--- src/rtl/vga_fade_out.sv ---
// Final video stage: expands 3-3-2 pixels to 4-4-4, blanks outside the visible area,
// delay-aligns the syncs with the pixel and applies a frame-synchronous fade.
module vga_fade_out #(
  parameter int FADE_LOG2       = 3,
  parameter int FRAMES_PER_STEP = 4,
  parameter int PIPE_DELAY      = 1
) (
  input  logic       clk,
  input  logic       reset,
  input  logic [7:0] RGB_in,
  input  logic       hsync_in,
  input  logic       vsync_in,
  input  logic       blank_in,
  input  logic       display_on,
  output logic [3:0] red,
  output logic [3:0] green,
  output logic [3:0] blue,
  output logic       hsync,
  output logic       vsync,
  output logic       fade_busy
);

  localparam int LVL_W = FADE_LOG2 + 1;
  localparam int CNT_W = (FRAMES_PER_STEP > 1) ? $clog2(FRAMES_PER_STEP) : 1;
  localparam logic [LVL_W-1:0] LVL_MAX  = LVL_W'(1) << FADE_LOG2;
  localparam logic [LVL_W-1:0] LVL_TOP  = LVL_MAX - LVL_W'(1);
  localparam logic [LVL_W-1:0] LVL_ONE  = LVL_W'(1);
  localparam logic [CNT_W-1:0] CNT_LAST = CNT_W'(FRAMES_PER_STEP - 1);

  typedef enum logic [1:0] {
    BLACK    = 2'd0,
    FADE_IN  = 2'd1,
    ON       = 2'd2,
    FADE_OUT = 2'd3
  } state_t;

  state_t           state;
  logic [LVL_W-1:0] level;
  logic [CNT_W-1:0] frame_cnt;
  logic             vsync_prev;
  logic             frame_tick;

  logic             hs_d;
  logic             vs_d;
  logic             bl_d;

  logic [3:0]       r4;
  logic [3:0]       g4;
  logic [3:0]       b4;

  // The mux has already registered the pixel, so sync/blank need PIPE_DELAY extra stages.
  generate
    if (PIPE_DELAY == 0) begin : g_no_delay
      assign hs_d = hsync_in;
      assign vs_d = vsync_in;
      assign bl_d = blank_in;
    end else begin : g_delay
      logic [PIPE_DELAY-1:0] hs_sr;
      logic [PIPE_DELAY-1:0] vs_sr;
      logic [PIPE_DELAY-1:0] bl_sr;

      always_ff @(posedge clk) begin
        if (reset) begin
          hs_sr <= '1;
          vs_sr <= '1;
          bl_sr <= '0;
        end else begin
          hs_sr[0] <= hsync_in;
          vs_sr[0] <= vsync_in;
          bl_sr[0] <= blank_in;
          for (int i = 1; i < PIPE_DELAY; i++) begin
            hs_sr[i] <= hs_sr[i-1];
            vs_sr[i] <= vs_sr[i-1];
            bl_sr[i] <= bl_sr[i-1];
          end
        end
      end

      assign hs_d = hs_sr[PIPE_DELAY-1];
      assign vs_d = vs_sr[PIPE_DELAY-1];
      assign bl_d = bl_sr[PIPE_DELAY-1];
    end
  endgenerate

  assign r4 = {RGB_in[7:5], RGB_in[7]};
  assign g4 = {RGB_in[4:2], RGB_in[4]};
  assign b4 = {RGB_in[1:0], RGB_in[1:0]};

  // Truncating multiply: level == LVL_MAX reproduces the channel exactly.
  function automatic logic [3:0] scale(input logic [3:0] ch, input logic [LVL_W-1:0] lvl);
    logic [LVL_W+3:0] prod;
    prod = {{LVL_W{1'b0}}, ch} * {4'b0000, lvl};
    return prod[FADE_LOG2 +: 4];
  endfunction

  assign frame_tick = vsync_in & ~vsync_prev;

  always_ff @(posedge clk) begin
    if (reset) begin
      red   <= '0;
      green <= '0;
      blue  <= '0;
      hsync <= 1'b1;
      vsync <= 1'b1;
    end else begin
      hsync <= hs_d;
      vsync <= vs_d;
      if (bl_d) begin
        red   <= '0;
        green <= '0;
        blue  <= '0;
      end else begin
        red   <= scale(r4, level);
        green <= scale(g4, level);
        blue  <= scale(b4, level);
      end
    end
  end

  // Fade controller only moves on a frame tick, so the picture never changes mid-frame.
  always_ff @(posedge clk) begin
    if (reset) begin
      state      <= BLACK;
      level      <= '0;
      frame_cnt  <= '0;
      fade_busy  <= 1'b0;
      vsync_prev <= 1'b1;
    end else begin
      vsync_prev <= vsync_in;
      if (frame_tick) begin
        case (state)
          BLACK: begin
            if (display_on) begin
              state     <= FADE_IN;
              frame_cnt <= '0;
              fade_busy <= 1'b1;
            end
          end
          FADE_IN: begin
            if (!display_on) begin
              state     <= FADE_OUT;
              frame_cnt <= '0;
            end else if (frame_cnt == CNT_LAST) begin
              frame_cnt <= '0;
              level     <= level + LVL_ONE;
              if (level == LVL_TOP) begin
                state     <= ON;
                fade_busy <= 1'b0;
              end
            end else begin
              frame_cnt <= frame_cnt + CNT_W'(1);
            end
          end
          ON: begin
            if (!display_on) begin
              state     <= FADE_OUT;
              frame_cnt <= '0;
              fade_busy <= 1'b1;
            end
          end
          FADE_OUT: begin
            if (display_on) begin
              state     <= FADE_IN;
              frame_cnt <= '0;
            end else if (frame_cnt == CNT_LAST) begin
              frame_cnt <= '0;
              level     <= level - LVL_ONE;
              if (level == LVL_ONE) begin
                state     <= BLACK;
                fade_busy <= 1'b0;
              end
            end else begin
              frame_cnt <= frame_cnt + CNT_W'(1);
            end
          end
          default: begin
            state     <= BLACK;
            level     <= '0;
            frame_cnt <= '0;
            fade_busy <= 1'b0;
          end
        endcase
      end
    end
  end

endmodule

--- config.mk ---
export PLATFORM = sky130hd
export DESIGN_NAME = vga_fade_out
export DESIGN_NICKNAME = d
export VERILOG_FILES = /design/src/rtl/vga_fade_out.sv
export SDC_FILE = /design/constraint.sdc
export NUM_CORES = 1
export LEC_CHECK = 0
export CORE_UTILIZATION = 58
export CTS_BUF_LIST = sky130_fd_sc_hd__clkbuf_8
export CTS_CLUSTER_SIZE = 16
export DETAILED_ROUTE_END_ITERATION = 8
export HOLD_SLACK_MARGIN = 0.03
export PLACE_DENSITY = 0.94
export SETUP_SLACK_MARGIN = 0.2
export SYNTH_ARGS = -nofsm -noshare
export SYNTH_HDL_FRONTEND = slang
export SYNTH_SLANG_ARGS = --single-unit
export TNS_END_PERCENT = 30
--- constraint.sdc ---
create_clock -name clk -period 5.8 [get_ports clk]
set_input_delay 0.58 -clock clk [delete_from_list [all_inputs] [get_ports clk]]
set_output_delay 0.58 -clock clk [all_outputs]
set_load 0.02 [all_outputs]
==> impl_metrics.ini, run 1 <==
[critical_path]
critical_path_required_ns = 5.96
crit-reg2reg-capture = green[2]$_SDFF_PP0_
timing.reg2reg.setup_slack_ns = 2.62
rr_startpoint = level[1]$_SDFFE_PP0P_
arrival_ns = 3.54
worstSetupPathType = primary input to flip-flop
startpoint_type = primary input
critical_path_peak_fanout = 5
crit_path_end_kind = flip-flop
ff2ff_path_depth = 9

[timing]
relSlewSlack_pct = 59.6
finalWorstSetupSlack_ns = 2.42
fin_crit_sh_pct = 58.2
finClkSkew_ns = 0.00286
setup-tns-final_ns = 0
period_needed_ns = 3.38
rsz0062_at_grt = no
slew_violations = 0
timing.fmax_mhz = 296
hold_violations = 0
worstMarginPinSlew_ns = 0.606
setup_viol = 0

[clocking]
clk_latency_ns = 0.27
cts_buffers = 3
post_cts_buffers = 0
cts-resized-gates = 0
cts_buffer_depth = 2
clock_sinks = 26
ctsHoldBuffers = 0
cts_max_level = 1
cts_tree = built
clk_pin_slew_worst_paths_ns = 0.09
cts_root_buf = clkbuf_8

[floorplan]
num_rows = 21
die_area_um2 = 3950
dieWidth_um = 62.8
io_pins = 29
fp.dieH_um = 62.8
start_util_pct = 62.4
core-area_um2 = 3440

[global_route]
overflow = 0
antenna_found_initial = 0
grt_pass1_vias = 1761
grt_pass1_wl_um = 7540
grt_max_degree = 19
grtUsageTotal_pct = 23.7

[route]
vias = 1677
drt_iter0_markers = 97
drc = 0
via_per_inst = 5.52
wire_per_inst_um = 13.9
wl_um = 4220
drt-pass1-iter-count = 4
ant_nets = 0

[power]
ir_drop_uv = 95.7
combPwrFrac_pct = 7.3
switching_share_pct = 20.4
power.leakage_nw = 1.15
clkPwrFrac_pct = 42.2
pwr-share-seq_pct = 50.5
p_per_area_nw_per_um2 = 143
power.switching_mw = 0.0735
internal_power_mw = 0.286

[logic_synthesis]
synth_mux_area_share_pct = 3.79
synth_fa_ha_area_share_pct = 30.4
synth_top_area_cell = dfxtp_1
async_flop_share_pct = 0
synth-simple-area-share_pct = 22.0
synth.area.top_cells = dfxtp_1, ha_1, fa_1
synth_xor_area_share_pct = 6.93
ys_warn_count = 0
synth_top_family_by_area = adder cells
netlist.area_leader.share_pct = 24.2
syn-num-nets = 294
synth-edff-count = 0
ys.flop_type = dfxtp_1
synth_common_cells = ha_1, dfxtp_1, inv_1
yosysMostFrequentCell = ha_1
ys_ff_latch = 26
synth_compound_area_share_pct = 6.53
synth_cell_types = 38
yosysSeqAreaShare_pct = 24.2
postSynthAreaPerCell_um2 = 9.14
netlist_area_um2 = 2150
post_synth_inst_count = 235

[status]
status = complete, no violations

[final_layout]
antenna_cells = 0
drive_above_1_share_pct = 5.04
syn_to_final_growth_pct = 17.0
num-fill-cells = 214
num-nets-final = 318
final_area_um2 = 2510

[worst_hold_path]
hold_path_class = flip-flop to flip-flop
min_to = hsync$_SDFF_PP1_
hold_depth = 1
hp-start = g_delay.hs_sr$_SDFF_PP1_

[place]
dp_hpwl_um = 3130
placed_cell_area_um2 = 2440
pre_cts_ws_ns = 2.16
place_congestion = 0.759
portBuffers = 28

[run]
max-cap-violations = 0
worst max-delay path by stage:
stage | endpoint | startpoint | cells past startpoint | slack, ns
final | green[2]$_SDFF_PP0_ | RGB_in[4] | 10 | 2.42
after global routing | green[2]$_SDFF_PP0_ | RGB_in[4] | 10 | 2.28
after CTS | green[2]$_SDFF_PP0_ | RGB_in[4] | 10 | 2.45
after detailed placement | green[2]$_SDFF_PP0_ | RGB_in[4] | 10 | 2.16
after global placement | green[2]$_SDFF_PP0_ | RGB_in[4] | 10 | 2.27
after floorplan | green[2]$_SDFF_PP0_ | level[1]$_SDFFE_PP0P_ | 10 | 2.86
state kept, by name, summed over array words and instances, names as in the netlist:
signal,cells
red,4
g_delay.hs_sr,1
fade_busy,1
bl_d,1
blue,4
green,4
frame_cnt,2
state,2
vsync,1
level,4
hsync,1
vsync_prev,1
critical path: stages:
cell             delay [ns]
clkdlybuf4s50_1        0.56
nand2_1                0.14
fa_1                   0.54
fa_1                   0.61
inv_1                  0.06
ha_1                   0.28
and4_1                 0.19
a221oi_1               0.33
xor2_1                 0.20
nor2_1                 0.05
logic make-up after synthesis:
family | Yosys count
compound gates | 20
fa+ha+maj | 45
simple gates | 87
buf+inv | 32
xor+xnor | 17
mux | 8
flops | 26
cell usage in the layout (no fill, tap or decap), types with 3 or more instances in the layout:
cell,count
ha_1,33
clkdlybuf4s50_1,28
dfxtp_1,26
inv_1,23
nor2_1,21
nand2_1,16
and2_1,16
xnor2_1,14
fa_1,12
mux2i_1,7
a21oi_1,7
or2_2,5
nor2b_1,5
nand3b_1,4
o21ai_0,4
nand3_1,3
xor2_1,3
nand2b_1,3
clkbuf_8,3
stage by stage:
stage               power, mW  hold WS (ns)  cells  util [%]
finish                  0.360         0.422    304      73.0
global route            0.373         0.438    304      73.0
global placement        0.211         0.394    300      70.9
detailed placement      0.212         0.405    300      70.9
CTS                     0.362         0.428    304      73.0
floorplan               0.197         0.389    235         -
power by group through the flow:
stage / logic (mW) / clock network, mW / registers [mW]
floorplan: 0.0102 / 0 / 0.187
global placement: 0.0253 / 0 / 0.186
detailed placement: 0.0259 / 0 / 0.186
CTS: 0.0262 / 0.155 / 0.182
global route: 0.0285 / 0.163 / 0.182
finish: 0.0263 / 0.152 / 0.182
metal layers:
| layer | routed length, µm | track usage, % | share of wire [%] |
|---|---|---|---|
| met5 | 0 | 0 | 0 |
| met2 | 2160 | 42.8 | 51 |
| met3 | 137 | 3.47 | 3.2 |
| met4 | 92 | 11.0 | 2.2 |
| met1 | 1820 | 27.3 | 43 |
final cells by class:
| class | count | area (µm²) | share of cell area (%) |
|---|---|---|---|
| Sequential cell | 26 | 520 | 20.7 |
| Multi-Input combinational cell | 177 | 1500 | 59.5 |
| Timing Repair Buffer | 28 | 280 | 11.2 |
| Inverter | 23 | 86.3 | 3.44 |
| Tap cell | 46 | 57.6 | 2.29 |
| Clock buffer | 3 | 41.3 | 1.64 |
| Clock inverter | 1 | 30.0 | 1.20 |
Note: power is estimated with default switching activity, not from simulation.
==> inputs of run 2 (changes only) <==
--- a/config.mk
+++ b/config.mk
@@ -5,12 +5,12 @@
 export SDC_FILE = /design/constraint.sdc
 export NUM_CORES = 1
 export LEC_CHECK = 0
-export CORE_UTILIZATION = 58
+export CORE_UTILIZATION = 52
 export CTS_BUF_LIST = sky130_fd_sc_hd__clkbuf_8
 export CTS_CLUSTER_SIZE = 16
 export DETAILED_ROUTE_END_ITERATION = 8
 export HOLD_SLACK_MARGIN = 0.03
-export PLACE_DENSITY = 0.94
+export PLACE_DENSITY = 0.89
 export SETUP_SLACK_MARGIN = 0.2
 export SYNTH_ARGS = -nofsm -noshare
 export SYNTH_HDL_FRONTEND = slang
==> constraint.sdc (replaced) <==
create_clock -name clk -period 3 [get_ports clk]
set_input_delay 0.3 -clock clk [delete_from_list [all_inputs] [get_ports clk]]
set_output_delay 0.3 -clock clk [all_outputs]
set_load 0.02 [all_outputs]
==> run 2 against run 1 <==
Against the previous run:
- count of clock-buffer cells in the layout is 1 higher
- via count is 4.6% higher
- total power is 77% higher
- critical endpoint is now blue[3]$_SDFF_PP0_
- highest routed layer unchanged
==> impl_metrics.ini, run 2 (synthesized netlist as in run 1, its figures left out) <==
[global_route]
grt_max_degree = 19
grt_pass1_vias = 1690
grt_pass1_wl_um = 7310
overflow = 0
antenna_found_initial = 0
grtUsageTotal_pct = 21.7

[route]
ant_nets = 0
wl_um = 4320
drt_iter0_markers = 87
via_per_inst = 5.33
wire_per_inst_um = 13.1
vias = 1754
drt-pass1-iter-count = 4
drc = 0

[place]
dp_hpwl_um = 3320
portBuffers = 28
placed_cell_area_um2 = 2600
pre_cts_ws_ns = -0.293
place_congestion = 0.834

[clocking]
cts_tree = built
clk_latency_ns = 0.28
cts_root_buf = clkbuf_8
cts_max_level = 1
cts_buffers = 3
clock_sinks = 26
cts_buffer_depth = 2
clk_pin_slew_worst_paths_ns = 0.10

[power]
p_total_mw = 0.639
p_per_area_nw_per_um2 = 235
power.leakage_nw = 1.29
ir_drop_uv = 360

[critical_path]
startpoint_type = primary input
critical_path_peak_fanout = 2
worstSetupPathType = primary input to flip-flop
crit_path_end_kind = flip-flop
arrival_ns = 2.97
critical_path_required_ns = 3.17

[timing]
finClkSkew_ns = 0.00773
setup-tns-final_ns = 0
rsz0062_at_grt = yes
timing.fmax_mhz = 357
hold_violations = 0
hold-worst-slack_ns = 0.413
finalWorstSetupSlack_ns = 0.202
worstMarginPinSlew_ns = 0.539
setup_viol = 0
relSlewSlack_pct = 64.0
slew_violations = 0
fin_crit_sh_pct = 93.3
period_needed_ns = 2.80

[final_layout]
final_area_um2 = 2710
mostFrequentLayoutCells = ha_1, clkdlybuf4s50_1, inv_1, dfxtp_1, buf_4
mostFrequentLayoutCell = ha_1
antenna_cells = 0
syn_to_final_growth_pct = 26.4
num-nets-final = 341
drive_above_1_share_pct = 17.1

[worst_hold_path]
hold_path_class = flip-flop to flip-flop

[floorplan]
io_pins = 29
core-area_um2 = 3800
fp.dieH_um = 66.3
num_rows = 22
start_util_pct = 56.5
dieWidth_um = 66.3
die_area_um2 = 4390

[run]
max-cap-violations = 0

[status]
status = complete, no violations
## run 2: changes by cell type in the layout (fill, tap and decap cells not counted), moves of 3 or more
| cell | before | now |
|---|---|---|
| clkdlybuf4s50_1 | 28 | 25 |
| fa_1 | 12 | 9 |
| fa_2 | 0 | 3 |
| buf_4 | 0 | 23 |
| dfxtp_1 | 26 | 23 |
## run 2: through the flow
stage	instances	utilization, %
4_1_cts	326	70.2
6_report	329	71.4
3_5_place_dp	322	68.3
2_1_floorplan	235	-
5_1_grt	329	71.4
3_3_place_gp	322	68.3
## run 2: worst paths after layout
path / from / end / slack, ns / cells after the start
max: RGB_in[1] / blue[3]$_SDFF_PP0_ / 0.20 / 10
min: g_delay.hs_sr$_SDFF_PP1_ / hsync$_SDFF_PP1_ / 0.41 / 1
max reg2reg: level[2]$_SDFFE_PP0P_ / blue[3]$_SDFF_PP0_ / 0.22 / 9
min reg2reg: g_delay.hs_sr$_SDFF_PP1_ / hsync$_SDFF_PP1_ / 0.41 / 1
## run 2: power by group
part | internal, mW | switching [mW] | total [mW]
Sequential | 0.347 | 0.00183 | 0.349
Combinational | 0.0309 | 0.0258 | 0.0567
Clock | 0.118 | 0.115 | 0.233
Total | 0.496 | 0.143 | 0.639
## run 2: area by class of cell
type                            count  area, µm²
Multi-Input combinational cell    177       1530
Clock buffer                        4       55.1
Fill cell                         292       1080
Sequential cell                    26        529
Timing Repair Buffer               51        457
Inverter                           23       86.3
Tap cell                           48       60.1
## run 2: timing repair
| action | CTS | global route |
|---|---|---|
| endpoints found under the setup margin | 6 | 5 |
| hold buffers | 0 | 0 |
| pin swaps | 1 | 5 |
| gates resized for setup | 7 | 8 |
| setup buffers | 0 | 3 |
## run 2: worst max-delay path, cell delays in order
cell,delay [ns]
clkdlybuf4s50_1,0.47
nand2_1,0.10
fa_1,0.50
fa_1,0.55
inv_1,0.07
fa_2,0.39
a21o_1,0.20
a21oi_2,0.17
xnor2_1,0.15
nor2_1,0.06
## run 2: routing by layer
metal | GRT usage, % | wire length [µm] | vias up | share of wire, %
met1 | 24.8 | 1920 | 829 | 44
met5 | 0 | 0 | - | 0
li1 | - | - | 863 | -
met4 | 2.66 | 46 | 0 | 1.1
met3 | 4.14 | 174 | 6 | 4.0
met2 | 42.1 | 2180 | 56 | 50
==> inputs of run 3 (changes only) <==
--- a/config.mk
+++ b/config.mk
@@ -5,6 +5,7 @@
 export SDC_FILE = /design/constraint.sdc
 export NUM_CORES = 1
 export LEC_CHECK = 0
+export CORE_ASPECT_RATIO = 1.2
 export CORE_UTILIZATION = 52
 export CTS_BUF_LIST = sky130_fd_sc_hd__clkbuf_8
 export CTS_CLUSTER_SIZE = 16
@@ -12,6 +13,7 @@
 export HOLD_SLACK_MARGIN = 0.03
 export PLACE_DENSITY = 0.89
 export SETUP_SLACK_MARGIN = 0.2
+export SLEW_MARGIN = 20
 export SYNTH_ARGS = -nofsm -noshare
 export SYNTH_HDL_FRONTEND = slang
 export SYNTH_SLANG_ARGS = --single-unit
==> run 3 against run 2 <==
Against the previous run:
- utilization fell by 2.1 points
- sequential cell count did not move
- hold slack improved by 0.0037 ns
- sequential power barely moved
- worst setup slack improved by 0.044 ns
- clock power barely moved
- wire length fell by 4.7%
- critical path type unchanged
- largest power group unchanged
==> impl_metrics.ini, run 3 (synthesized netlist as in run 1, its figures left out) <==
[status]
status = complete, no violations

[final_layout]
antenna_cells = 0
mostFrequentLayoutCells = ha_1, clkdlybuf4s50_1, inv_1, dfxtp_1, buf_4
num-fill-cells = 310
syn_to_final_growth_pct = 27.3
num-nets-final = 340
finalCoreUtilization_pct = 69.4
mostFrequentLayoutCell = ha_1
drive_above_1_share_pct = 17.5

[timing]
hold_violations = 0
timing.fmax_mhz = 363
setup_viol = 0
fin_crit_sh_pct = 91.8
rsz0062_at_grt = yes
worstMarginPinSlew_ns = 0.587
slew_violations = 0
relSlewSlack_pct = 60.8
finClkSkew_ns = 0.00172
period_needed_ns = 2.75

[power]
ir_drop_uv = 174
power.leakage_nw = 1.29
p_total_mw = 0.635
p_per_area_nw_per_um2 = 232

[critical_path]
startpoint_type = primary input
arrival_ns = 2.92
critical_path_peak_fanout = 2
crit-reg2reg-capture = blue[3]$_SDFF_PP0_
ff2ff_path_depth = 10
rr_startpoint = level[3]$_SDFFE_PP0P_
crit_path_end_kind = flip-flop
worstSetupPathType = primary input to flip-flop
critical_path_required_ns = 3.16
timing.reg2reg.setup_slack_ns = 0.26

[place]
dp_hpwl_um = 3130
place_congestion = 0.827
portBuffers = 28

[route]
wl_met3_um = 103
highest_layer = met4
wire_per_inst_um = 12.3
vias = 1719
ant_nets = 0
wl_um = 4110
wirelength_met1_um = 1710
drt-pass1-iter-count = 5
met2_length_um = 2250
via_per_inst = 5.15
drc = 0
drt_iter0_markers = 41

[global_route]
grtUsageTotal_pct = 20.1
grt_pass1_wl_um = 6800
overflow = 0
antenna_found_initial = 0
grt_max_degree = 19
grt_pass1_vias = 1700

[clocking]
ctsHoldBuffers = 0
cts_max_level = 1
clk_latency_ns = 0.27
cts_tree = built
cts_root_buf = clkbuf_8
cts_buffers = 3
cts_buffer_depth = 2
clk_pin_slew_worst_paths_ns = 0.09
clock_sinks = 26

[run]
max-cap-violations = 0

[floorplan]
num_rows = 25
fp.dieH_um = 72.4
start_util_pct = 54.5
io_pins = 29
core-area_um2 = 3940
dieWidth_um = 60.7
die_area_um2 = 4390

[worst_hold_path]
hp-start = g_delay.hs_sr$_SDFF_PP1_
min_to = hsync$_SDFF_PP1_
hold_path_class = flip-flop to flip-flop
hold_depth = 1
## run 3: per-stage QoR
| stage | std cells | setup slack, ns | setup TNS (ns) | area (µm²) | hold WS (ns) |
|---|---|---|---|---|---|
| 2_1_floorplan | 235 | 0.191 | 0 | 2160 | 0.389 |
| 3_5_place_dp | 328 | -0.182 | -0.885 | 2600 | 0.395 |
| 4_1_cts | 332 | 0.123 | 0 | 2660 | 0.418 |
| 5_1_grt | 334 | 0.143 | 0 | 2730 | 0.427 |
| 3_3_place_gp | 328 | -0.117 | -0.481 | 2600 | 0.399 |
| 6_report | 334 | 0.246 | 0 | 2730 | 0.416 |
## run 3: worst max-delay path: stages
cell	delay, ns
clkdlybuf4s50_1	0.50
nand2_1	0.10
fa_1	0.47
fa_1	0.54
inv_1	0.07
fa_2	0.40
a21o_1	0.19
a21oi_2	0.14
xnor2_1	0.14
nor2_1	0.05
## run 3: worst max path at each step
stage                     startpoint             endpoint  slack [ns]  cells past startpoint
6_report                   RGB_in[1]   blue[3]$_SDFF_PP0_        0.25                     10
5_1_grt        level[3]$_SDFFE_PP0P_   blue[3]$_SDFF_PP0_        0.14                     10
4_1_cts                    RGB_in[4]  green[2]$_SDFF_PP0_        0.12                     10
3_5_place_dp               RGB_in[0]   blue[3]$_SDFF_PP0_       -0.18                     11
3_3_place_gp               RGB_in[0]   blue[3]$_SDFF_PP0_       -0.12                     11
2_1_floorplan  level[2]$_SDFFE_PP0P_  green[2]$_SDFF_PP0_        0.19                     10
## run 3: area by class of cell
cell class	count	area [µm²]	area share [%]
sequential	26	529	19.4
inverter	23	86.3	3.16
timing repair buffer	50	452	16.5
tap	54	67.6	2.47
multi-input combinational	177	1540	56.5
clock buffer	4	55.1	2.01
## run 3: power breakdown
group          total (mW)  leakage, nW  switching [mW]  internal [mW]
combinational      0.0558         1.05          0.0252         0.0306
clock               0.230       0.0288           0.112          0.117
sequential          0.349        0.213         0.00168          0.347
total               0.635         1.29           0.139          0.496
## run 3: timing repair
action | 4_1_cts | 5_1_grt
gates resized for setup | 4 | 16
buffers inserted | 0 | 2
setup endpoints to repair | 6 | 6
pin swaps | 1 | 7
## run 3: metal layers
layer / vias up / global-route usage, %
li1: 865 / -
met3: 6 / 2.67
met4: 0 / 7.58
met2: 29 / 38.1
met5: - / 0
met1: 819 / 21.8
